**src/rtl/pr_chk_sat_cnt.sv**
```systemverilog
// Saturating up-counter with synchronous clear (clear wins over increment).
// Used for the run, miss and error counters of the stream checker.
module pr_chk_sat_cnt #(
    parameter int         W   = 4,
    parameter logic [W-1:0] MAX = {W{1'b1}}
) (
    input  logic         clk,
    input  logic         rst_n,
    input  logic         clr,
    input  logic         inc,
    output logic [W-1:0] count
);

    logic [W-1:0] count_r;

    // Counter state: clear, saturating increment, or hold.
    always_ff @(posedge clk or negedge rst_n) begin
        if (!rst_n) begin
            count_r <= {W{1'b0}};
        end else if (clr) begin
            count_r <= {W{1'b0}};
        end else if (inc && (count_r != MAX)) begin
            count_r <= count_r + {{(W-1){1'b0}}, 1'b1};
        end else begin
            count_r <= count_r;
        end
    end

    assign count = count_r;

endmodule

```
**config.mk**
```make
export PLATFORM = sky130hd
export DESIGN_NAME = pr_chk_sat_cnt
export DESIGN_NICKNAME = d
export VERILOG_FILES = /design/src/rtl/pr_chk_sat_cnt.sv
export SDC_FILE = /design/constraint.sdc
export NUM_CORES = 1
export LEC_CHECK = 0
export CAP_MARGIN = 20
export CORE_AREA = 2 2 39 41
export CTS_CLUSTER_DIAMETER = 40
export DETAILED_ROUTE_END_ITERATION = 6
export DIE_AREA = 0 0 41 43
export GPL_TIMING_DRIVEN = 0
export SYNTH_ARGS = -nofsm -noshare
export SYNTH_HDL_FRONTEND = slang
export SYNTH_SLANG_ARGS = --single-unit
```
**constraint.sdc**
```tcl
create_clock -name clk -period 1.74 [get_ports clk]
set_input_delay 0.174 -clock clk [delete_from_list [all_inputs] [get_ports clk]]
set_output_delay 0.174 -clock clk [all_outputs]
set_load 0.01 [all_outputs]
```
* Word level (Yosys, flattened, before mapping) *
Index checks and enable logic that the tools add are counted.

word-level totals
  bits in registers = 4
  bits in latches = 0
  memory bits (writable) = 0
  ROM bits = 0
  bits of input ports = 4
  logic and storage cells = 7
  memories = 0

operators by class
  add/sub/neg operators = 1
  $mul = 0
  divide/modulo/power cells = 0
  magnitude comparators = 0
  equality and inequality tests = 1
  shift-type cells = 0
  muxes and demuxes = 2
  bitwise operators = 0
  reduce and logical (&&, ||, !) cells = 2

operators by type and width
  kind                                                           count
  4-bit two-way mux                                              2
  4-bit by 1-bit adder with 4-bit output, second input constant  1
  4-bit inequality test, second input constant                   1
  2-bit nonzero test                                             1
  1-bit logical AND                                              1

* Depth between registers and ports, before layout *
Gate-level depths: netlist of run 1.

  word-level depth = 4
  gate-level depth with buffers = 4
  depth with buffers taken out = 4

* Worst setup path before layout of run 1 *
Ideal clock, no wire load.

  path kind = reg2reg
  start point = reg count_r[0], in the netlist count[0]
  end point = reg count_r[0], in the netlist count[0]
  library setup time = 0.125 ns
  data arrival time = 1.226 ns
  data required time = 1.615 ns
  setup slack = 0.389 ns
  stages on the path, launching flop included = 5
  buffers on the path = 0
  clock period less this slack = 1.351 ns
  path through = dfrtp_1 > ha_1 > and3_4 > nor2b_4 > mux2_4

between the ends
  longest elaborated chain between the ends = 3
  elaborated cells between the ends (all ways) = 6
  classes of those cells = add/sub: 1; eq/ne: 1; mux: 2; reduce/logical: 2

RTL lines
  element                                                                                 line    source
  start, declared                                                                         14      logic [W-1:0] count_r;
  start signal, assigned                                                                  19      count_r <= {W{1'b0}};
  start signal, assigned                                                                  21      count_r <= {W{1'b0}};
  start signal, assigned                                                                  23      count_r <= count_r + {{(W-1){1'b0}}, 1'b1};
  4-bit by 1-bit adder with 4-bit output / 4-bit inequality test (equally long branches)  23, 22
  4-bit two-way mux / 1-bit logical AND (equally long branches)                           22      end else if (inc && (count_r != MAX)) begin
  4-bit two-way mux / 2-bit nonzero test (equally long branches)                          --

Parallel ways exist; a longest one is shown, timed or not. The select of a mux whose other input is x is not followed.
A chain may end at the register's enable or synchronous reset.

* Worst setup path in the final report of run 1 *
Same ends and word-level chain as after synthesis.

==> results of run 1 <==
Yosys cell counts:
library cell / count / area, sq um
nor2b_1: 1 / 6.26
nor2_1: 1 / 3.75
mux2i_1: 1 / 10.0
nor3_1: 1 / 5.00
and3_4: 1 / 11.3
dfrtp_1: 4 / 100
nor2b_4: 1 / 13.8
or2_0: 1 / 6.26
o21ai_0: 1 / 5.00
a21oi_1: 2 / 10.0
nand4_1: 1 / 6.26
and4b_2: 1 / 11.3
mux2_4: 1 / 15.0
nand2b_1: 2 / 12.5
ha_1: 1 / 12.5
cells by family after synthesis:
kind of cell	count (synthesis)	share of synthesized area (%)
mux	2	10.9
simple gates	10	33.3
fa+ha+maj	1	5.46
flops	4	43.7
compound gates	3	6.56
worst max-delay path: stages (launching register included):
cell and delay, ns:
dfrtp_1 0.41, ha_1 0.24, and3_4 0.17, nor2b_4 0.13, mux2_4 0.30
power groups by stage:
stage / logic (mW) / registers [mW] / clock network, mW
after global placement: 0.0374 / 0.105 / 0
after global routing: 0.0420 / 0.105 / 0.122
after detailed placement: 0.0378 / 0.105 / 0
final: 0.0373 / 0.104 / 0.112
after CTS: 0.0381 / 0.104 / 0.118
after floorplan: 0.0145 / 0.106 / 0
per-stage QoR:
| stage | utilization [%] | instance area [sq um] |
|---|---|---|
| after floorplan | - | 229 |
| after global placement | 23.1 | 319 |
| after detailed placement | 23.1 | 319 |
| after CTS | 24.7 | 342 |
| after global routing | 24.7 | 342 |
| final | 24.7 | 342 |
final cells by class:
type	instances	area, sq um	share of cell area [%]
Multi-Input combinational cell	16	129	37.7
Clock buffer	3	22.5	6.59
Timing Repair Buffer	7	70.1	20.5
Sequential cell	4	100	29.3
Tap cell	16	20.0	5.86
how the worst min path moves through the flow:
stage | slack (ns) | start | end | cells after the start
finish | 0.14 | rst_n | count[3] | 1
global route | 0.15 | rst_n | count[2] | 1
CTS | 0.14 | rst_n | count[3] | 1
detailed placement | 0.40 | rst_n | count[3] | 1
global placement | 0.39 | rst_n | count[3] | 1
floorplan | -0.12 | rst_n | count[0] | 0
metal layers:
layer	up-vias	part of all wire, %	wire length, um
li1	94	-	-
met1	89	39	167
met2	8	51	216
met3	0	10	43
met4	0	0	0
met5	-	0	0
==> flow_summary_export.csv, run 1 <==
group,metric,value,unit
floorplan,core_area,1380,sq um
clocking,cts_tree,"done",
grt,grt_antenna_before_repair,0,
routing,drtIter0Drc,0,
worst_setup_path,startpoint,"count[0]",
routing,vias,191,
power_and_ir_drop,vdd_drop_max,368,uV
cells_and_area,final_nets,37,
worst_setup_path,crit_path_end,"count[0]",
sta,tns,0,ns
flow_run,max_cap_viol_count,0,
floorplan,die_x,41,um
worst_setup_path,reg2reg_depth,4,
power_and_ir_drop,power_frac_seq,40.9,%
power_and_ir_drop,total_power,0.253,mW
worst_setup_path,crit_path_max_fanout,5,
worst_hold_path,hp-class,"in2async",
sta,final.min_clock_period,1.37,ns
sta,setup_viol,0,
floorplan,die-area,1760,sq um
power_and_ir_drop,p_sw_share,21.5,%
power_and_ir_drop,p_leak,0.148,nW
clocking,clock_path_buffers,2,
clocking,clk_pin_slew,0.04,ns
routing,dr.pass1.iters,1,
power_and_ir_drop,p_int,0.199,mW
routing,drc,0,
run_status,status,"finished, final reports clean",
sta,fin_crit_sh,78.7,%
floorplan,die_y,43,um
grt,gr-usage-all-layers,7.04,%
cells_and_area,final_layout_size_suffix_gt1_share,23.3,%
grt,first_global_vias,212,
floorplan,pin_count,8,
cells_and_area,antennaDiodeCount,0,
cells_and_area,layout_common_cells,"7 x clkdlybuf4s50_1, 4 x dfrtp_1, 3 x clkbuf_4",
clocking,cts-resized-gates,0,
clocking,cts-root-buf,"clkbuf_4",
worst_setup_path,cp-start-kind,"flop",
power_and_ir_drop,powerDensity,741,nW/um^2
worst_setup_path,crit_arrival,1.48,ns
clocking,cts_sinks,4,
clocking,cts_buffers,3,
yosys,syn_area_per_cell,11.4,sq um
routing,routedWlPerCell,9.28,um
floorplan,start_util,16.5,%
grt,use_met1,8.41,%
sta,fin_skew,0.00302,ns
yosys,synth-seq-cells,4,
routing,via_per_inst,4.15,
worst_setup_path,timing.rr.end,"count[0]",
floorplan,row_count,14,
routing,wl,427,um
yosys,synth_warnings,0,
grt,busiest_layer,"met2",
clocking,clk_latency,0.23,ns
yosys,synth_cell_types,15,
placement,dp.cells,43,
power_and_ir_drop,p_sw,0.0545,mW
cells_and_area,fillers,152,
cells_and_area,fin_cells,46,
sta,tightest_slew,0.205,ns
yosys,syn_nets,25,
grt,use_met2,10.0,%
yosys,seq_area_frac_synth,43.7,%
sta,rsz0062_at_grt,"no",
placement,pre_cts_ws,0.361,ns
grt,grt_use_met3,4.71,%
sta,finalMaxSlewViolations,0,
sta,setup_ws,0.370,ns
sta,timing.final.hold_violations,0,
cells_and_area,largest_register_ff_count,4,
worst_setup_path,r2r_start,"count[0]",
worst_setup_path,required,1.85,ns
yosys,netlist_instances,20,
sta,hold_ws,0.143,ns
routing,drtAntennaViolNets,0,
worst_setup_path,end_kind,"flop",
cells_and_area,layout_commonest_cell,"clkdlybuf4s50_1",
placement,place_congestion,0.634,
grt,grt_overflow,0,
yosys,syn_area,229,sq um
worst_setup_path,worst-setup-path-type,"reg2reg",
power_and_ir_drop,combPwrFrac,14.7,%
sta,slew_headroom,86.3,%
placement,io_buffer_count,7,
power_and_ir_drop,pwr-share-clk,44.4,%
clocking,cts_htree_levels,1,
worst_setup_path,r2r_setup_slack,0.37,ns
cells_and_area,area_growth,49.2,%
clocking,postCtsSetupRepairBufs,0,
clocking,hold_buffers,0,
sta,fmax,730,MHz
grt,grt_pass1_wl,793,um
grt,grt_max_degree,7,
No activity file was read; power rests on OpenSTA's default activity.
==> run 2: changes to the inputs <==
==> constraint.sdc (replaced) <==
create_clock -name clk -period 1.4 [get_ports clk]
set_input_delay 0.14 -clock clk [delete_from_list [all_inputs] [get_ports clk]]
set_output_delay 0.14 -clock clk [all_outputs]
set_load 0.01 [all_outputs]
==> flow_summary_export.csv, run 2 (same netlist as run 1, synthesis figures left out) <==
group,metric,value,unit
run_status,status,"finished, final reports clean",
power_and_ir_drop,vdd_drop_max,458,uV
floorplan,core_area,1380,sq um
cells_and_area,largest_register_ff_count,4,
cells_and_area,area_growth,50.3,%
sta,tightest_slew,0.205,ns
routing,drtIter0Drc,0,
sta,setup_viol,0,
worst_setup_path,required,1.26,ns
worst_setup_path,crit_arrival,1.19,ns
worst_setup_path,r2r_start,"count[0]",
worst_hold_path,hp-class,"in2async",
grt,grt_max_degree,7,
cells_and_area,regArea,100,sq um
clocking,clk_pin_slew,0.04,ns
worst_setup_path,r2r_setup_slack,0.08,ns
sta,fin_crit_sh,95.2,%
worst_setup_path,slowest_stage,"clkdlybuf4s50_1",
worst_setup_path,startpoint,"count[0]",
placement,io_buffer_count,7,
cells_and_area,final_nets,37,
floorplan,pin_count,8,
worst_setup_path,crit_chain,"clkdlybuf4s50_1",
sta,fin_skew,0.00302,ns
flow_run,max_cap_viol_count,0,
cells_and_area,antennaDiodeCount,0,
clocking,clk_latency,0.23,ns
cells_and_area,layout_common_cells,"7 x clkdlybuf4s50_1, 4 x dfrtp_1, 3 x clkbuf_4",
worst_setup_path,critPathMaxStageDelay,0.56,ns
grt,first_global_vias,212,
clocking,cts_sinks,4,
cells_and_area,fillers,152,
clocking,clock_path_buffers,2,
routing,vias,191,
grt,gr-usage-all-layers,7.04,%
routing,dr.pass1.iters,1,
worst_setup_path,crit_path_end,"count[0]",
sta,tns,0,ns
floorplan,die_y,43,um
cells_and_area,layout_commonest_cell,"clkdlybuf4s50_1",
routing,routedWlPerCell,9.28,um
worst_setup_path,crit_path_max_fanout,5,
clocking,cts-root-buf,"clkbuf_4",
power_and_ir_drop,p_leak,0.145,nW
placement,pre_cts_ws,0.0208,ns
clocking,postCtsSetupRepairBufs,0,
clocking,cts_buffers,3,
sta,finalMaxSlewViolations,0,
clocking,cts_htree_levels,1,
worst_setup_path,reg2reg_depth,4,
grt,use_met2,10.0,%
worst_setup_path,end_kind,"primary output",
placement,place_congestion,0.634,
sta,slew_headroom,86.3,%
grt,busiest_layer,"met2",
worst_setup_path,path_buf_inv,1,
grt,grt_use_met3,4.71,%
worst_setup_path,crit_family,"buffers and inverters",
floorplan,start_util,16.5,%
worst_setup_path,cp-start-kind,"flop",
sta,timing.final.hold_violations,0,
worst_setup_path,timing.rr.end,"count[0]",
clocking,cts_tree,"done",
cells_and_area,final_layout_size_suffix_gt1_share,26.7,%
routing,drtAntennaViolNets,0,
grt,grt_pass1_wl,793,um
worst_setup_path,worst-setup-path-type,"reg2out",
grt,use_met1,8.41,%
floorplan,die_x,41,um
floorplan,row_count,14,
routing,wl,427,um
grt,grt_overflow,0,
cells_and_area,fin_area,344,sq um
routing,via_per_inst,4.15,
grt,grt_antenna_before_repair,0,
power_and_ir_drop,powerDensity,916,nW/um^2
sta,rsz0062_at_grt,"no",
worst_setup_path,path_depth,1,
routing,drc,0,
sta,final.min_clock_period,1.33,ns
floorplan,die-area,1760,sq um
sta,setup_ws,0.0671,ns
sta,fmax,750,MHz
cells_and_area,multi_input_area,131,sq um
placement,dpl_cell_area,319,sq um
==> run 2: cell counts in the layout (fill, tap and decap cells not counted) <==
Identical to the previous run, type by type.
==> run 2: area by class of cell <==
class                   count  share of cell area (%)
repair buffers              7                    20.4
clock buffers               3                    6.55
multi-input cells          16                    38.2
well taps                  16                    5.82
flip-flops and latches      4                    29.1
==> run 2: timing repair <==
item / CTS / global route
gates resized for setup: 0 / 1
hold buffers: 0 / 0
setup endpoints to repair: 0 / 1
==> run 2: per-stage QoR <==
step                      power (mW)  utilization, %  instances  hold slack, ns
after floorplan                0.150               -         20          -0.156
after global placement         0.177            23.1         43           0.356
after detailed placement       0.178            23.1         43           0.362
after CTS                      0.323            24.7         46           0.111
after global routing           0.335            24.9         46           0.115
final                          0.315            24.9         46           0.109
==> run 2: how the worst min path moves through the flow <==
stage,endpoint,depth (start not counted)
global placement,count[3],1
detailed placement,count[3],1
CTS,count[3],1
global route,count[2],1
finish,count[3],1
floorplan,count[0],0
==> run 2: where the power goes <==
| part | switching [mW] | total (mW) | internal, mW |
|---|---|---|---|
| clock network | 0.0440 | 0.140 | 0.0956 |
| registers | 0.00692 | 0.129 | 0.122 |
| logic | 0.0170 | 0.0468 | 0.0297 |
==> run 2: layer usage <==
| metal | part of all wire [%] | vias up |
|---|---|---|
| met2 | 51 | 8 |
| met5 | 0 | - |
| met4 | 0 | 0 |
| met3 | 10 | 0 |
| li1 | - | 94 |
| met1 | 39 | 89 |
==> run 3: changes to the inputs <==
==> constraint.sdc (replaced) <==
create_clock -name clk -period 1.4 [get_ports clk]
set_input_delay 0.28 -clock clk [delete_from_list [all_inputs] [get_ports clk]]
set_output_delay 0.28 -clock clk [all_outputs]
set_load 0.01 [all_outputs]
==> flow_summary_export.csv, run 3 (same netlist as run 1, synthesis figures left out) <==
group,metric,value,unit
worst_setup_path,reg2reg_depth,4,
routing,wl,430,um
grt,first_global_vias,212,
floorplan,core_area,1380,sq um
grt,grt_antenna_before_repair,0,
sta,tightest_slew,0.202,ns
grt,gr-usage-all-layers,7.04,%
floorplan,die_x,41,um
power_and_ir_drop,pwr-share-clk,44.4,%
clocking,cts_htree_levels,1,
placement,io_buffer_count,7,
cells_and_area,fin_area,347,sq um
worst_setup_path,crit_arrival,1.04,ns
power_and_ir_drop,power_frac_seq,40.5,%
worst_setup_path,required,1.12,ns
cells_and_area,final_layout_size_suffix_gt1_share,29.0,%
worst_setup_path,worst-setup-path-type,"reg2out",
worst_setup_path,crit_path_max_fanout,3,
grt,grt_use_met3,4.71,%
grt,use_met2,10.0,%
sta,fin_skew,0.00302,ns
worst_setup_path,crit_chain,"buf_4 -> dlygate4sd2_1",
sta,fin_crit_sh,94.1,%
placement,dp.cells,43,
placement,place_congestion,0.634,
worst_hold_path,hp-class,"in2async",
power_and_ir_drop,p_sw,0.0681,mW
routing,dr.pass1.iters,1,
clocking,hold_buffers,0,
cells_and_area,fin_cells,47,
power_and_ir_drop,vdd_drop_max,454,uV
flow_run,max_cap_viol_count,0,
worst_setup_path,critPathMaxStageDelay,0.39,ns
routing,routedWlPerCell,9.15,um
placement,dpl_cell_area,319,sq um
worst_setup_path,r2r_start,"count[1]",
sta,slew_headroom,86.5,%
worst_setup_path,cp-start-kind,"flop",
worst_setup_path,crit_path_end,"count[0]",
floorplan,die-area,1760,sq um
worst_setup_path,end_kind,"primary output",
grt,grt_max_degree,7,
cells_and_area,area_growth,51.4,%
grt,use_met1,8.41,%
floorplan,row_count,14,
floorplan,die_y,43,um
clocking,cts_sinks,4,
sta,fmax,759,MHz
worst_setup_path,path_depth,2,
power_and_ir_drop,p_leak,0.167,nW
cells_and_area,fillers,156,
grt,busiest_layer,"met2",
worst_setup_path,r2r_setup_slack,0.10,ns
cells_and_area,largest_register_ff_count,4,
clocking,cts_tree,"done",
cells_and_area,final_nets,38,
power_and_ir_drop,combPwrFrac,15.1,%
routing,drtAntennaViolNets,0,
worst_setup_path,startpoint,"count[0]",
run_status,status,"finished, final reports clean",
routing,drc,0,
sta,finalMaxSlewViolations,0,
grt,grt_pass1_wl,793,um
sta,rsz0062_at_grt,"no",
sta,final.min_clock_period,1.32,ns
sta,timing.final.hold_violations,0,
clocking,cts-root-buf,"clkbuf_4",
worst_setup_path,crit_family,"buffers and inverters",
clocking,clk_latency,0.23,ns
cells_and_area,antennaDiodeCount,0,
power_and_ir_drop,powerDensity,908,nW/um^2
worst_setup_path,timing.rr.end,"count[0]",
cells_and_area,layout_common_cells,"4 x dfrtp_1, 4 x dlygate4sd2_1, 3 x clkbuf_4, 3 x clkdlybuf4s50_1",
worst_setup_path,path_buf_inv,2,
power_and_ir_drop,p_int,0.247,mW
clocking,clk_pin_slew,0.04,ns
routing,via_per_inst,4.11,
floorplan,start_util,16.5,%
routing,drtIter0Drc,0,
worst_setup_path,slowest_stage,"dfrtp_1",
routing,vias,193,
grt,grt_overflow,0,
floorplan,pin_count,8,
clocking,cts_buffers,3,
clocking,clock_path_buffers,2,
power_and_ir_drop,p_sw_share,21.7,%
sta,setup_viol,0,
==> run 3: changes by cell type in the layout (fill, tap and decap cells not counted), sizes merged <==
cell / change
dlygate4sd2: +4
buf: +1
clkdlybuf4s50: -4
==> run 3: metrics by stage <==
step	setup TNS (ns)	utilization, %	worst slack, ns	hold slack, ns	power, mW
after floorplan	0	-	0.0493	-0.0156	0.150
after global placement	-0.0148	23.1	-0.0148	0.496	0.177
after detailed placement	-0.0236	23.1	-0.0236	0.502	0.178
after CTS	0	24.3	0.0140	0.251	0.319
after global routing	0	25.0	0.0295	0.255	0.335
final	0	25.0	0.0823	0.249	0.315
==> run 3: how the worst min path moves through the flow <==
stage / startpoint / endpoint / slack, ns / cells past startpoint
6_report: rst_n / count[3] / 0.25 / 1
2_1_floorplan: rst_n / count[0] / -0.02 / 0
4_1_cts: rst_n / count[3] / 0.25 / 1
3_5_place_dp: rst_n / count[3] / 0.50 / 1
5_1_grt: rst_n / count[2] / 0.26 / 1
3_3_place_gp: rst_n / count[3] / 0.50 / 1
==> run 3: routing by layer <==
layer	wire, um	up-vias
met3	43	0
met2	214	8
met1	172	89
met4	0	0
li1	-	96
met5	0	-
==> run 3: area by class of cell <==
type	count	area (sq um)	share of cell area (%)
clock buffers	3	22.5	6.50
repair buffers	8	72.6	20.9
flip-flops and latches	4	100	28.9
well taps	16	20.0	5.78
multi-input cells	16	131	37.9
==> run 3: what timing repair did <==
action | CTS | global route
setup endpoints to repair | 4 | 1
setup buffers | 0 | 1
gates resized for setup | 4 | 1
endpoints found under the hold margin | 0 | 0
==> run 3: worst register-to-register path, delay by kind of cell, from the launching register on <==
kind,cells,cell delay [ns]
flip-flops,1,0.40
multiplexers,1,0.30
AND/OR/NAND/NOR,2,0.29
adder cells (fa/ha/maj),1,0.20
==> run 3: power by group through the flow <==
stage          registers (mW)  clock network (mW)  logic, mW
2_1_floorplan           0.132                   0     0.0180
3_3_place_gp            0.130                   0     0.0465
3_5_place_dp            0.131                   0     0.0470
4_1_cts                 0.129               0.147     0.0434
5_1_grt                 0.129               0.152     0.0543
6_report                0.127               0.140     0.0477
